**src/rtl/fifo_arb_pkg.sv**
```systemverilog
// Shared types and helpers for the round-robin arbitrated FIFO writer.
// Latency: n/a (package). Backpressure: n/a.
// Holds the id-width calculation, the default memory-word layout and the round-robin search.
package fifo_arb_pkg;

    localparam int RR_MAX = 32;

    function automatic int calc_idw(input int n);
        return (n < 2) ? 1 : $clog2(n);
    endfunction

    localparam int DEF_DATASIZE = 8;
    localparam int DEF_NREQ     = 4;
    localparam int DEF_IDW      = calc_idw(DEF_NREQ);

    typedef struct packed {
        logic [DEF_IDW-1:0]      src_id;
        logic [DEF_DATASIZE-1:0] payload;
    } mem_word_t;

    typedef struct packed {
        logic       found;
        logic [4:0] idx;
    } rr_pick_t;

    // Rotate so rr_ptr sits at bit 0, take the lowest set bit, then map back to a requester index.
    function automatic rr_pick_t rr_search(input logic [RR_MAX-1:0] req, input int n, input int ptr);
        logic [RR_MAX-1:0] rot;
        rr_pick_t          pick;
        int                j;
        rot  = '0;
        pick = '0;
        for (int i = 0; i < RR_MAX; i++) begin
            if (i < n) begin
                j = ptr + i;
                if (j >= n) j = j - n;
                rot[i] = req[j];
            end
        end
        for (int i = RR_MAX - 1; i >= 0; i--) begin
            if (rot[i]) begin
                j = ptr + i;
                if (j >= n) j = j - n;
                pick.found = 1'b1;
                pick.idx   = 5'(j);
            end
        end
        return pick;
    endfunction

endpackage

```
**src/rtl/fifomem.sv**
```systemverilog
// Dual-port word store, synchronous write, fall-through or registered read.
// Latency: write visible on next cycle; read 0 cycles (fall-through) or 1 cycle (registered).
// Backpressure: writes are dropped while wfull is high; no read-side backpressure.
module fifomem #(
    parameter int    DATASIZE    = 8,
    parameter int    ADDRSIZE    = 4,
    parameter string FALLTHROUGH = "TRUE"
) (
    input  logic                wclk,
    input  logic                wclken,
    input  logic                wfull,
    input  logic [ADDRSIZE-1:0] waddr,
    input  logic [DATASIZE-1:0] wdata,
    input  logic                rclk,
    input  logic                rclken,
    input  logic [ADDRSIZE-1:0] raddr,
    output logic [DATASIZE-1:0] rdata
);

    logic [DATASIZE-1:0] mem [2**ADDRSIZE];

    always_ff @(posedge wclk) begin
        if (wclken && !wfull) mem[waddr] <= wdata;
    end

    generate
        if (FALLTHROUGH == "TRUE") begin : g_ft
            logic unused_rd;
            assign unused_rd = rclk ^ rclken;
            assign rdata     = mem[raddr];
        end else begin : g_reg
            logic [DATASIZE-1:0] rdata_q;
            always_ff @(posedge rclk) begin
                if (rclken) rdata_q <= mem[raddr];
            end
            assign rdata = rdata_q;
        end
    endgenerate

endmodule

```
**src/rtl/rr_arbiter.sv**
```systemverilog
// Round-robin one-hot arbiter, search begins at rr_ptr and wraps.
// Latency: combinational.
// Backpressure: enable low forces gnt to zero.
module rr_arbiter
    import fifo_arb_pkg::*;
#(
    parameter int NREQ = 4,
    parameter int IDW  = calc_idw(NREQ)
) (
    input  logic [NREQ-1:0] req,
    input  logic [IDW-1:0]  rr_ptr,
    input  logic            enable,
    output logic [NREQ-1:0] gnt,
    output logic [IDW-1:0]  gnt_idx
);

    logic [RR_MAX-1:0] req_ext;
    rr_pick_t          pick;

    always_comb begin
        req_ext            = '0;
        req_ext[NREQ-1:0]  = req;
        pick               = rr_search(req_ext, NREQ, int'(rr_ptr));
    end

    always_comb begin
        gnt = '0;
        for (int i = 0; i < NREQ; i++) begin
            gnt[i] = enable && pick.found && (pick.idx == 5'(i));
        end
    end

    assign gnt_idx = pick.idx[IDW-1:0];

endmodule

```
**src/rtl/fifo_wr_arbiter.sv**
```systemverilog
// Shared FIFO fed by NREQ round-robin producers; each word carries its producer index.
// Latency: a word granted at edge N is at the head after edge N (fall-through read).
// Backpressure: grants withheld while full; pops on empty are ignored and flagged sticky in rd_err.
module fifo_wr_arbiter
    import fifo_arb_pkg::*;
#(
    parameter int DATASIZE    = 8,
    parameter int ADDRSIZE    = 4,
    parameter int NREQ        = 4,
    parameter int AFULL_LEVEL = 12
) (
    input  logic                       clk,
    input  logic                       rst_n,
    input  logic [NREQ-1:0]            req,
    input  logic [NREQ*DATASIZE-1:0]   req_data,
    output logic [NREQ-1:0]            gnt,
    input  logic                       rd_en,
    output logic [DATASIZE-1:0]        rdata,
    output logic [$clog2(NREQ)-1:0]    rsrc,
    output logic                       empty,
    output logic                       full,
    output logic                       almost_full,
    output logic [ADDRSIZE:0]          count,
    output logic                       rd_err
);

    localparam int IDW = calc_idw(NREQ);

    typedef struct packed {
        logic [IDW-1:0]      src_id;
        logic [DATASIZE-1:0] payload;
    } word_t;

    logic [ADDRSIZE:0] wptr;
    logic [ADDRSIZE:0] rptr;
    logic [IDW-1:0]    rr_ptr;
    logic [IDW-1:0]    gnt_idx;
    logic              wr;
    logic              rd;
    word_t             wword;
    word_t             rword;

    assign empty       = (wptr == rptr);
    assign full        = (wptr[ADDRSIZE] != rptr[ADDRSIZE]) &&
                         (wptr[ADDRSIZE-1:0] == rptr[ADDRSIZE-1:0]);
    assign count       = wptr - rptr;
    assign almost_full = (count >= (ADDRSIZE+1)'(AFULL_LEVEL));

    rr_arbiter #(.NREQ(NREQ), .IDW(IDW)) u_arb (
        .req     (req),
        .rr_ptr  (rr_ptr),
        .enable  (!full),
        .gnt     (gnt),
        .gnt_idx (gnt_idx)
    );

    assign wr            = |gnt;
    assign rd            = rd_en && !empty;
    assign wword.src_id  = gnt_idx;
    assign wword.payload = req_data[gnt_idx*DATASIZE +: DATASIZE];

    fifomem #(
        .DATASIZE    (DATASIZE + IDW),
        .ADDRSIZE    (ADDRSIZE),
        .FALLTHROUGH ("TRUE")
    ) u_mem (
        .wclk   (clk),
        .wclken (wr),
        .wfull  (full),
        .waddr  (wptr[ADDRSIZE-1:0]),
        .wdata  (wword),
        .rclk   (clk),
        .rclken (1'b1),
        .raddr  (rptr[ADDRSIZE-1:0]),
        .rdata  (rword)
    );

    assign rdata = rword.payload;
    assign rsrc  = rword.src_id;

    always_ff @(posedge clk or negedge rst_n) begin
        if (!rst_n) begin
            wptr   <= '0;
            rptr   <= '0;
            rr_ptr <= '0;
            rd_err <= 1'b0;
        end else begin
            if (wr) begin
                wptr   <= wptr + 1'b1;
                rr_ptr <= (gnt_idx == IDW'(NREQ - 1)) ? '0 : gnt_idx + 1'b1;
            end
            if (rd) rptr <= rptr + 1'b1;
            if (rd_en && empty) rd_err <= 1'b1;
        end
    end

endmodule
```
**config.mk**
```make
export PLATFORM = sky130hd
export DESIGN_NAME = fifo_wr_arbiter
export DESIGN_NICKNAME = d
export VERILOG_FILES = /design/src/rtl/fifo_arb_pkg.sv /design/src/rtl/fifomem.sv /design/src/rtl/rr_arbiter.sv /design/src/rtl/fifo_wr_arbiter.sv
export SDC_FILE = /design/constraint.sdc
export NUM_CORES = 1
export LEC_CHECK = 0
export BUFFER_PORTS_ARGS = -buffer_cell sky130_fd_sc_hd__buf_2
export CAP_MARGIN = 20
export CORE_UTILIZATION = 45
export DETAILED_ROUTE_END_ITERATION = 8
export PLACE_DENSITY_LB_ADDON = 0.08
export SLEW_MARGIN = 40
export SYNTH_ARGS = -nofsm -noshare
export SYNTH_HDL_FRONTEND = slang
export SYNTH_SLANG_ARGS = --single-unit
```
**constraint.sdc**
```tcl
create_clock -name clk -period 4.1 [get_ports clk]
set_input_delay 0.205 -clock clk [delete_from_list [all_inputs] [get_ports clk]]
set_output_delay 0.205 -clock clk [all_outputs]
set_load 0.01 [all_outputs]
```
==> flow_metrics.tcl, run 1 <==
set metrics [dict create \
    status "complete, no violations" \
    clk_path_buf_depth 2 \
    diodes 0 \
    clock_latency_ns 0.42 \
    synthCells 398 \
    synthTopCellsByArea "edfxtp_1, mux4_2, dfrtp_1" \
    clock.fmax_mhz 262 \
    synth_fp_nets 453 \
    synth_edf_count 160 \
    yosysWarnings 0 \
    hold_class "input port to async pin" \
    r2r_end "u_mem.mem[0][3]$_DFFE_PP_" \
    worstSetupStartpointType "flop" \
    crit_type "flop to flop" \
    avgSynthCellArea_um2 19.1 \
    p_int_mw 5.49 \
    pwr_density_cell_nw_per_um2 983 \
    core-area_um2 16500 \
    die-area_um2 17400 \
    drive_gt1_share_pct 34.1 \
    setup_viol 0 \
    finalNonFillerCells 713 \
    clock-root-buffer "clkbuf_16" \
    io_buffers 61 \
    final_common_cell "edfxtp_1" \
    crit_path_max_fanout 18 \
    endpoint "u_mem.mem[0][3]$_DFFE_PP_" \
    leakagePower_nw 3.18 \
    gp_congestion 0.769 \
    ys_types 47 \
    vias 3960 \
    r2r_start "rr_ptr[0]$_DFFE_PN0P_" \
    grt_pass1_wl_um 25800 \
    wire_per_inst_um 23.7 \
    reg2reg_depth 11 \
    antenna_found_initial 0 \
    relSlewSlack_pct 56.8 \
    h-tree-depth 4 \
    end_kind "flop" \
    finalHoldViolCount 0 \
    row_count 47 \
    finalCriticalPeriod_ns 3.82 \
    synthArstFlopShare_pct 7.51 \
    placed_cells 678 \
    drv_slew 0 \
    critical_path.max_stage_delay_ns 0.60 \
    initial_core_util_pct 45.9 \
    drc 0 \
    seqPwrFrac_pct 35.7 \
    clk_pin_slew_ns 0.06 \
    fp.dieH_um 132 \
    synth_top_area_cell "edfxtp_1" \
    drt_first_pass_iters 5 \
    fp.dieW_um 132 \
    crit_chain "inv_1, ha_1, nor3_2, o32a_1, a21oi_1, inv_1, ha_1, inv_1, o211ai_2, and2_1, and3_1" \
    vdd_drop_max_v 0.000445 \
    worst_pin_slew_ns 0.647 \
    crit_required_ns 4.16 \
    tns_ns 0 \
    yosys.area.top_type_share_pct 63.3 \
    clkPwrFrac_pct 18.3 \
    cts_num_sinks 173 \
    track_usage_pct 21.0 \
    drt_iter0_drc 390 \
    p_switching_mw 3.20 \
    setup_slack_ns 0.281 \
    syn-cell-area_um2 7590 \
    first_global_vias 4045 \
    fin_crit_sh_pct 93.1 \
    max_cap_viol_count 0 \
    grt_overflow 0 \
    wl_um 16900 \
    seq_area_frac_synth_pct 67.6 \
    cts_tree "yes" \
    worstSetupStartpoint "rr_ptr[0]$_DFFE_PN0P_" \
    area_delta_synth_final_pct 16.5 \
    cts_made_buffers 17 \
    critPathMostFrequentCell "inv_1" \
    dp_hpwl_um 11500 \
    power_mw 8.69 \
    n_fill_cell 1313 \
    viasPerCell 5.55 \
    cpMaxStageDelayCell "and2_1" \
    pwr-share-comb_pct 46.1 \
    synthFlopType "edfxtp_1" \
    ios 62 \
    crit_arrival_ns 3.88 \
    ff2ff_setup_slack_ns 0.28 \
    post-place-ws_ns 0.300 \
    final_cell_mix "edfxtp_1, buf_2, mux4_2" \
    nets 535 \
    ant_nets 0 \
    yosys_register_bits 173 \
    rsz0062_at_grt "no" \
    fin_skew_ns 0.00665 \
    final_core_util_pct 53.5 \
    sw_frac_of_total_pct 36.9 \
    grt_max_degree 44 \
]
## how the worst min path moves through the flow
stage / start / slack, ns / end / depth (start not counted)
after floorplan: rst_n / -0.09 / rd_err$_DFFE_PN0P_ / 0
after global placement: rst_n / 0.12 / rd_err$_DFFE_PN0P_ / 1
after detailed placement: rst_n / 0.11 / rd_err$_DFFE_PN0P_ / 1
after CTS: rst_n / 0.20 / rd_err$_DFFE_PN0P_ / 2
after global routing: rst_n / 0.25 / rd_err$_DFFE_PN0P_ / 2
final: rst_n / 0.19 / rd_err$_DFFE_PN0P_ / 2
## power by group through the flow
stage	Combinational, mW	Sequential [mW]	Clock [mW]
after floorplan	2.60	3.07	0
after global placement	4.04	3.13	0
after detailed placement	4.06	3.13	0
after CTS	4.07	3.10	1.61
after global routing	4.36	3.14	1.67
final	4.00	3.10	1.59
## synthesized netlist by cell type (3+ instances only)
cell type and count:
edfxtp_1 160, mux4_2 50, mux2i_1 27, and3_1 16, ha_1 15, inv_1 14
dfrtp_1 13, nor2b_1 9, xnor2_1 9, buf_2 7, clkbuf_1 7, a21oi_1 6
nor2_1 6, a21o_1 4, nand2_1 4, nand2b_1 4, nand3_1 4, and2_1 3
nand4_1 3, o21ai_0 3, xor2_1 3
## per-stage QoR
stage	hold WS (ns)	instance area [µm²]
finish	0.190	8830
floorplan	-0.0906	7590
detailed placement	0.115	8220
global route	0.250	8830
global placement	0.123	8220
CTS	0.202	8820
## per-layer routing
| layer | vias up | part of all wire [%] | global-route usage, % |
|---|---|---|---|
| li1 | 1782 | - | - |
| met1 | 2019 | 47 | 30.8 |
| met2 | 146 | 47 | 32.0 |
| met3 | 13 | 5.1 | 4.77 |
| met4 | 0 | 1.0 | 5.23 |
| met5 | - | 0 | 0 |
## flip-flops by register name, indices dropped and copies added (netlist names)
| name | flops |
|---|---|
| rr_ptr | 2 |
| u_mem.mem | 160 |
| rd_err | 1 |
| rptr | 5 |
| wptr | 5 |
## worst max-delay path, delay by kind of cell, from the launching register on
family                     cells  cell delay, ns
DFF                            1            0.46
AOI/OAI and AO/OA              3            0.45
adders and majority gates      2            0.59
buffers and inverters          3            0.29
and+or+nand+nor                3            1.66
## kinds of logic after synthesis
group,count (synthesis),share of synthesized area [%]
compound gates,31,3.28
flops,173,67.6
buf+inv,32,1.90
mux,80,18.9
xor+xnor,12,1.39
simple gates,54,4.17
fa+ha+maj,16,2.74
## area by class of cell
type                            count  area [µm²]  share of cell area [%]
Clock buffer                       19         433                    4.90
Multi-Input combinational cell    193        2330                    26.3
Tap cell                          220         275                    3.12
Inverter                           14        52.6                   0.595
Sequential cell                   173        5130                    58.1
Clock inverter                     13         148                    1.67
Timing Repair Buffer               81         468                    5.30
## repair_timing
item                                   4_1_cts  5_1_grt
setup endpoints to repair                    0       10
setup buffers                                0        0
gates resized for setup                      0        1
hold buffers                                 2        0
endpoints found under the hold margin       14        0
(Power assumes the default switching activity.)
==> run 2, diff against run 1 <==
==> constraint.sdc (replaced) <==
create_clock -name clk -period 4.9 [get_ports clk]
set_input_delay 0.245 -clock clk [delete_from_list [all_inputs] [get_ports clk]]
set_output_delay 0.245 -clock clk [all_outputs]
set_load 0.01 [all_outputs]
==> run 2 against run 1 <==
Global-route usage is 0.34 points lower. Non-clock buffer count is 5 lower. Critical endpoint is now u_mem.mem[7][7]$_DFFE_PP_. Wire length is 1.8% lower. Cell count is 0.70% lower. Cell area is 0.47% lower. Fmax is 3.8% lower. Sequential cell count stayed put.
==> flow_metrics.tcl, run 2 (synthesis results as in run 1) <==
set metrics [dict create \
    area_delta_synth_final_pct 15.9 \
    wl_um 16600 \
    crit_chain "buf_4, inv_1, ha_1, nor3_2, o32a_1, a21oi_1, inv_1, ha_1, inv_1, o211ai_2, and2_1, and3_1" \
    setup_slack_ns 0.931 \
    die-area_um2 17400 \
    gp_congestion 0.820 \
    critPathBufInv 4 \
    drc 0 \
    post-place-ws_ns 0.982 \
    fin_crit_sh_pct 81.0 \
    whs_endpoint "rd_err$_DFFE_PN0P_" \
    row_count 47 \
    worst_pin_slew_ns 0.706 \
    clock_latency_ns 0.42 \
    grt_max_degree 44 \
    viasPerCell 5.59 \
    first_global_vias 4000 \
    final_cell_mix "edfxtp_1, buf_2, mux4_2" \
    antenna_found_initial 0 \
    fin_skew_ns 0.00880 \
    clock-root-buffer "clkbuf_16" \
    wire_per_inst_um 23.4 \
    ant_nets 0 \
    crit_arrival_ns 4.03 \
    reg2reg_depth 12 \
    clk_pin_slew_ns 0.07 \
    crit_required_ns 4.96 \
    top_register "u_mem.mem" \
    grt_pass1_wl_um 25400 \
    io_buffers 61 \
    worstSetupStartpointType "flop" \
    drt_first_pass_iters 5 \
    drt_iter0_drc 285 \
    worstHoldPathCells 2 \
    reg_top3 "u_mem.mem (160), rptr (5), wptr (5)" \
    vias 3955 \
    critical_path_depth 12 \
    min_from "rd_en" \
    placed_cells 675 \
    finalHoldViolCount 0 \
    crit_type "flop to flop" \
    h-tree-depth 4 \
    initial_core_util_pct 45.9 \
    dp_hpwl_um 11200 \
    largest_reg_flops 160 \
    cpMaxStageDelayCell "and3_1" \
    fp.dieH_um 132 \
    rsz0062_at_grt "no" \
    track_usage_pct 20.7 \
    end_kind "flop" \
    ios 62 \
    fp.dieW_um 132 \
    cts_resized 0 \
    critPathMostFrequentCell "inv_1" \
    max_cap_viol_count 0 \
    cts_tree "yes" \
    finalNonFillerCells 708 \
    cts_num_sinks 173 \
    relSlewSlack_pct 53.0 \
    grt_overflow 0 \
    crit_path_max_fanout 18 \
    finalCriticalPeriod_ns 3.97 \
    clk_path_buf_depth 2 \
    critical_path.max_stage_delay_ns 0.64 \
    ff2ff_setup_slack_ns 0.93 \
    final_common_cell "edfxtp_1" \
    cts_made_buffers 17 \
    clock.fmax_mhz 252 \
    r2r_start "rr_ptr[0]$_DFFE_PN0P_" \
    drv_slew 0 \
    crit_family "simple AND/OR/NAND/NOR gates" \
    core-area_um2 16500 \
    hold_class "input port to flop" \
    tns_ns 0 \
    drive_gt1_share_pct 34.6 \
    setup_viol 0 \
    diodes 0 \
    r2r_end "u_mem.mem[7][7]$_DFFE_PP_" \
    nets 530 \
    status "complete, no violations" \
]
[run 2: cell types whose count changed in the layout (fill, tap and decap cells not counted), moves of 2 or more]
| cell | change |
|---|---|
| buf_4 | -3 |
| bufinv_16 | -3 |
| clkbuf_1 | -2 |
| clkinv_1 | -4 |
| clkinv_2 | -2 |
| clkinv_8 | +2 |
| inv_6 | +5 |
| inv_8 | +3 |
[run 2: worst max path at each step]
stage | endpoint | slack (ns) | startpoint
after global routing | u_mem.mem[7][7]$_DFFE_PP_ | 0.66 | rr_ptr[1]$_DFFE_PN0P_
after global placement | u_mem.mem[7][0]$_DFFE_PP_ | 1.09 | rr_ptr[0]$_DFFE_PN0P_
after detailed placement | u_mem.mem[7][1]$_DFFE_PP_ | 0.98 | rr_ptr[0]$_DFFE_PN0P_
after CTS | u_mem.mem[7][7]$_DFFE_PP_ | 0.95 | rr_ptr[0]$_DFFE_PN0P_
after floorplan | u_mem.mem[12][0]$_DFFE_PP_ | 1.36 | rr_ptr[0]$_DFFE_PN0P_
final | u_mem.mem[7][7]$_DFFE_PP_ | 0.93 | rr_ptr[0]$_DFFE_PN0P_
[run 2: timing repair]
item	4_1_cts	5_1_grt
buffers inserted	0	0
hold buffers	1	0
hold endpoints to repair	13	0
endpoints found under the setup margin	0	0
[run 2: worst register-to-register path: stages (launching register included)]
cell	delay, ns
dfrtp_1	0.33
buf_4	0.21
inv_1	0.14
ha_1	0.41
nor3_2	0.49
o32a_1	0.27
a21oi_1	0.09
inv_1	0.07
ha_1	0.15
inv_1	0.06
o211ai_2	0.11
and2_1	0.63
and3_1	0.65
[run 2: layer usage]
layer  share of wire [%]  wire length (µm)  global-route usage [%]  vias up
met3                 7.8              1280                    5.81        8
met2                  46              7640                    30.6      170
met5                   0                 0                       0        -
met4                0.86               142                    5.94        0
met1                  45              7490                    30.0     2004
li1                    -                 -                       -     1773
[run 2: metrics by stage]
step | area, µm² | util, % | hold slack (ns)
after floorplan | 7590 | - | -0.0506
after global placement | 8200 | 49.6 | 0.152
after detailed placement | 8200 | 49.6 | 0.157
after CTS | 8790 | 53.2 | 0.0192
after global routing | 8790 | 53.2 | 0.0281
final | 8790 | 53.2 | 0.0304
[run 2: cell type report]
class	instances	area, µm²
Fill cell	1317	7730
Sequential cell	173	5130
Multi-Input combinational cell	193	2330
Clock buffer	17	425
Timing Repair Buffer	76	424
Tap cell	220	275
Clock inverter	15	151
Inverter	14	52.6
Power of run 2 is not shown: default switching activity piles up to over one toggle a cycle in this logic, so the estimate is an artifact.
==> run 3, diff against run 2 <==
==> constraint.sdc (replaced) <==
create_clock -name clk -period 4 [get_ports clk]
set_input_delay 0.2 -clock clk [delete_from_list [all_inputs] [get_ports clk]]
set_output_delay 0.2 -clock clk [all_outputs]
set_load 0.01 [all_outputs]
==> run 3 against run 2 <==
Worst setup slack worse by 0.49 ns. Critical path depth is 1 lower. Die area stayed put. Wire length is 3.2% higher. Worst hold slack better by 0.16 ns. Clock-buffer cell count is 1 higher. Register-to-register slack worse by 0.49 ns. First-iteration DRC count is 23% higher. Global-route usage is 0.28 points higher. Cell area is 0.47% higher. Sequential cell count stayed put.
==> flow_metrics.tcl, run 3 (synthesis results as in run 1) <==
set metrics [dict create \
    dp_hpwl_um 11400 \
    gr-usage-met3_pct 5.54 \
    grtUsageMet2_pct 31.5 \
    io_buffers 61 \
    crit_arrival_ns 3.62 \
    status "complete, no violations" \
    relSlewSlack_pct 57.9 \
    final_cell_mix "edfxtp_1, buf_2, mux4_2" \
    track_usage_pct 20.9 \
    clock_latency_ns 0.44 \
    crit_required_ns 4.07 \
    h-tree-depth 4 \
    die-area_um2 17400 \
    nets 535 \
    clk_path_buf_depth 2 \
    wire_per_inst_um 23.9 \
    reg2reg_depth 11 \
    rsz0062_at_grt "no" \
    worstSetupStartpointType "flop" \
    grt_max_degree 44 \
    cts_num_sinks 173 \
    max_cap_viol_count 0 \
    crit_type "flop to flop" \
    worst_pin_slew_ns 0.631 \
    hold-worst-slack_ns 0.188 \
    finalHoldViolCount 0 \
    drv_slew 0 \
    fin_skew_ns 0.00978 \
    grt_pass1_wl_um 25900 \
    ant_nets 0 \
    drt_iter0_drc 350 \
    wl_um 17100 \
    finalCriticalPeriod_ns 3.55 \
    fin_crit_sh_pct 88.9 \
    reg_top3 "u_mem.mem (160), rptr (5), wptr (5)" \
    drive_gt1_share_pct 35.1 \
    final_common_cell "edfxtp_1" \
    busiest_layer "met2" \
    cts_made_buffers 17 \
    crit_path_max_fanout 18 \
    fp.dieW_um 132 \
    tns_ns 0 \
    endpoint "u_mem.mem[5][8]$_DFFE_PP_" \
    setup_viol 0 \
    vias 4020 \
    largest_reg_flops 160 \
    drc 0 \
    use_met1_pct 30.0 \
    gp_congestion 0.815 \
    cts_tree "yes" \
    clk_pin_slew_ns 0.07 \
    r2r_start "rr_ptr[0]$_DFFE_PN0P_" \
    antenna_found_initial 2 \
    grt_overflow 0 \
    viasPerCell 5.63 \
    first_global_vias 4040 \
    area_delta_synth_final_pct 16.5 \
    end_kind "flop" \
    core-area_um2 16500 \
    hold_class "input port to async pin" \
    fp.dieH_um 132 \
    ios 62 \
    clock-root-buffer "clkbuf_16" \
    drt_first_pass_iters 4 \
    ff2ff_setup_slack_ns 0.45 \
    cts_setup_buffers 0 \
    top_register "u_mem.mem" \
    n_fill_cell 1313 \
    row_count 47 \
    initial_core_util_pct 45.9 \
    worstSetupStartpoint "rr_ptr[0]$_DFFE_PN0P_" \
    clock.fmax_mhz 281 \
    r2r_end "u_mem.mem[5][8]$_DFFE_PP_" \
]
## run 3: timing repair
action,in CTS,in global routing
hold buffers,2,0
setup endpoints to repair,0,33
resized for setup,0,3
endpoints found under the hold margin,14,0
## run 3: critical path, cell delays in order, from the launching register on
cell	delay [ns]
dfrtp_1	0.46
inv_1	0.16
ha_1	0.43
nor3_2	0.45
o32a_1	0.25
a21oi_1	0.08
inv_1	0.07
ha_1	0.16
inv_1	0.07
o211ai_2	0.07
and2_2	0.41
and3_1	0.57
## run 3: worst min-delay path by stage
| stage | endpoint | cells past startpoint |
|---|---|---|
| after floorplan | rd_err$_DFFE_PN0P_ | 0 |
| after global routing | rptr[4]$_DFFE_PN0P_ | 2 |
| final | rptr[4]$_DFFE_PN0P_ | 2 |
| after detailed placement | wptr[4]$_DFFE_PN0P_ | 1 |
| after CTS | rptr[4]$_DFFE_PN0P_ | 2 |
| after global placement | wptr[4]$_DFFE_PN0P_ | 1 |
## run 3: per-stage QoR
step	worst slack (ns)	area [µm²]	cells	utilization, %
2_1_floorplan	0.464	7590	398	-
3_3_place_gp	0.311	8230	679	49.8
3_5_place_dp	0.263	8230	679	49.8
4_1_cts	0.223	8820	713	53.4
5_1_grt	0.241	8830	713	53.4
6_report	0.446	8830	714	53.5
## run 3: per-layer routing
metal  vias up  wire length [µm]
li1       1789                 -
met1      2052              7840
met2       156              7920
met3        21              1080
met4         2               246
met5         -                12
## run 3: layout make-up
cell class	instances	area (µm²)	area share, %
inverters	14	52.6	0.595
diodes	1	2.50	0.0283
flip-flops and latches	173	5130	58.1
repair buffers	81	464	5.25
clock inverters	14	143	1.61
well taps	220	275	3.12
multi-input cells	193	2340	26.4
clock buffers	18	429	4.86
Power of run 3 is left out for the same reason.
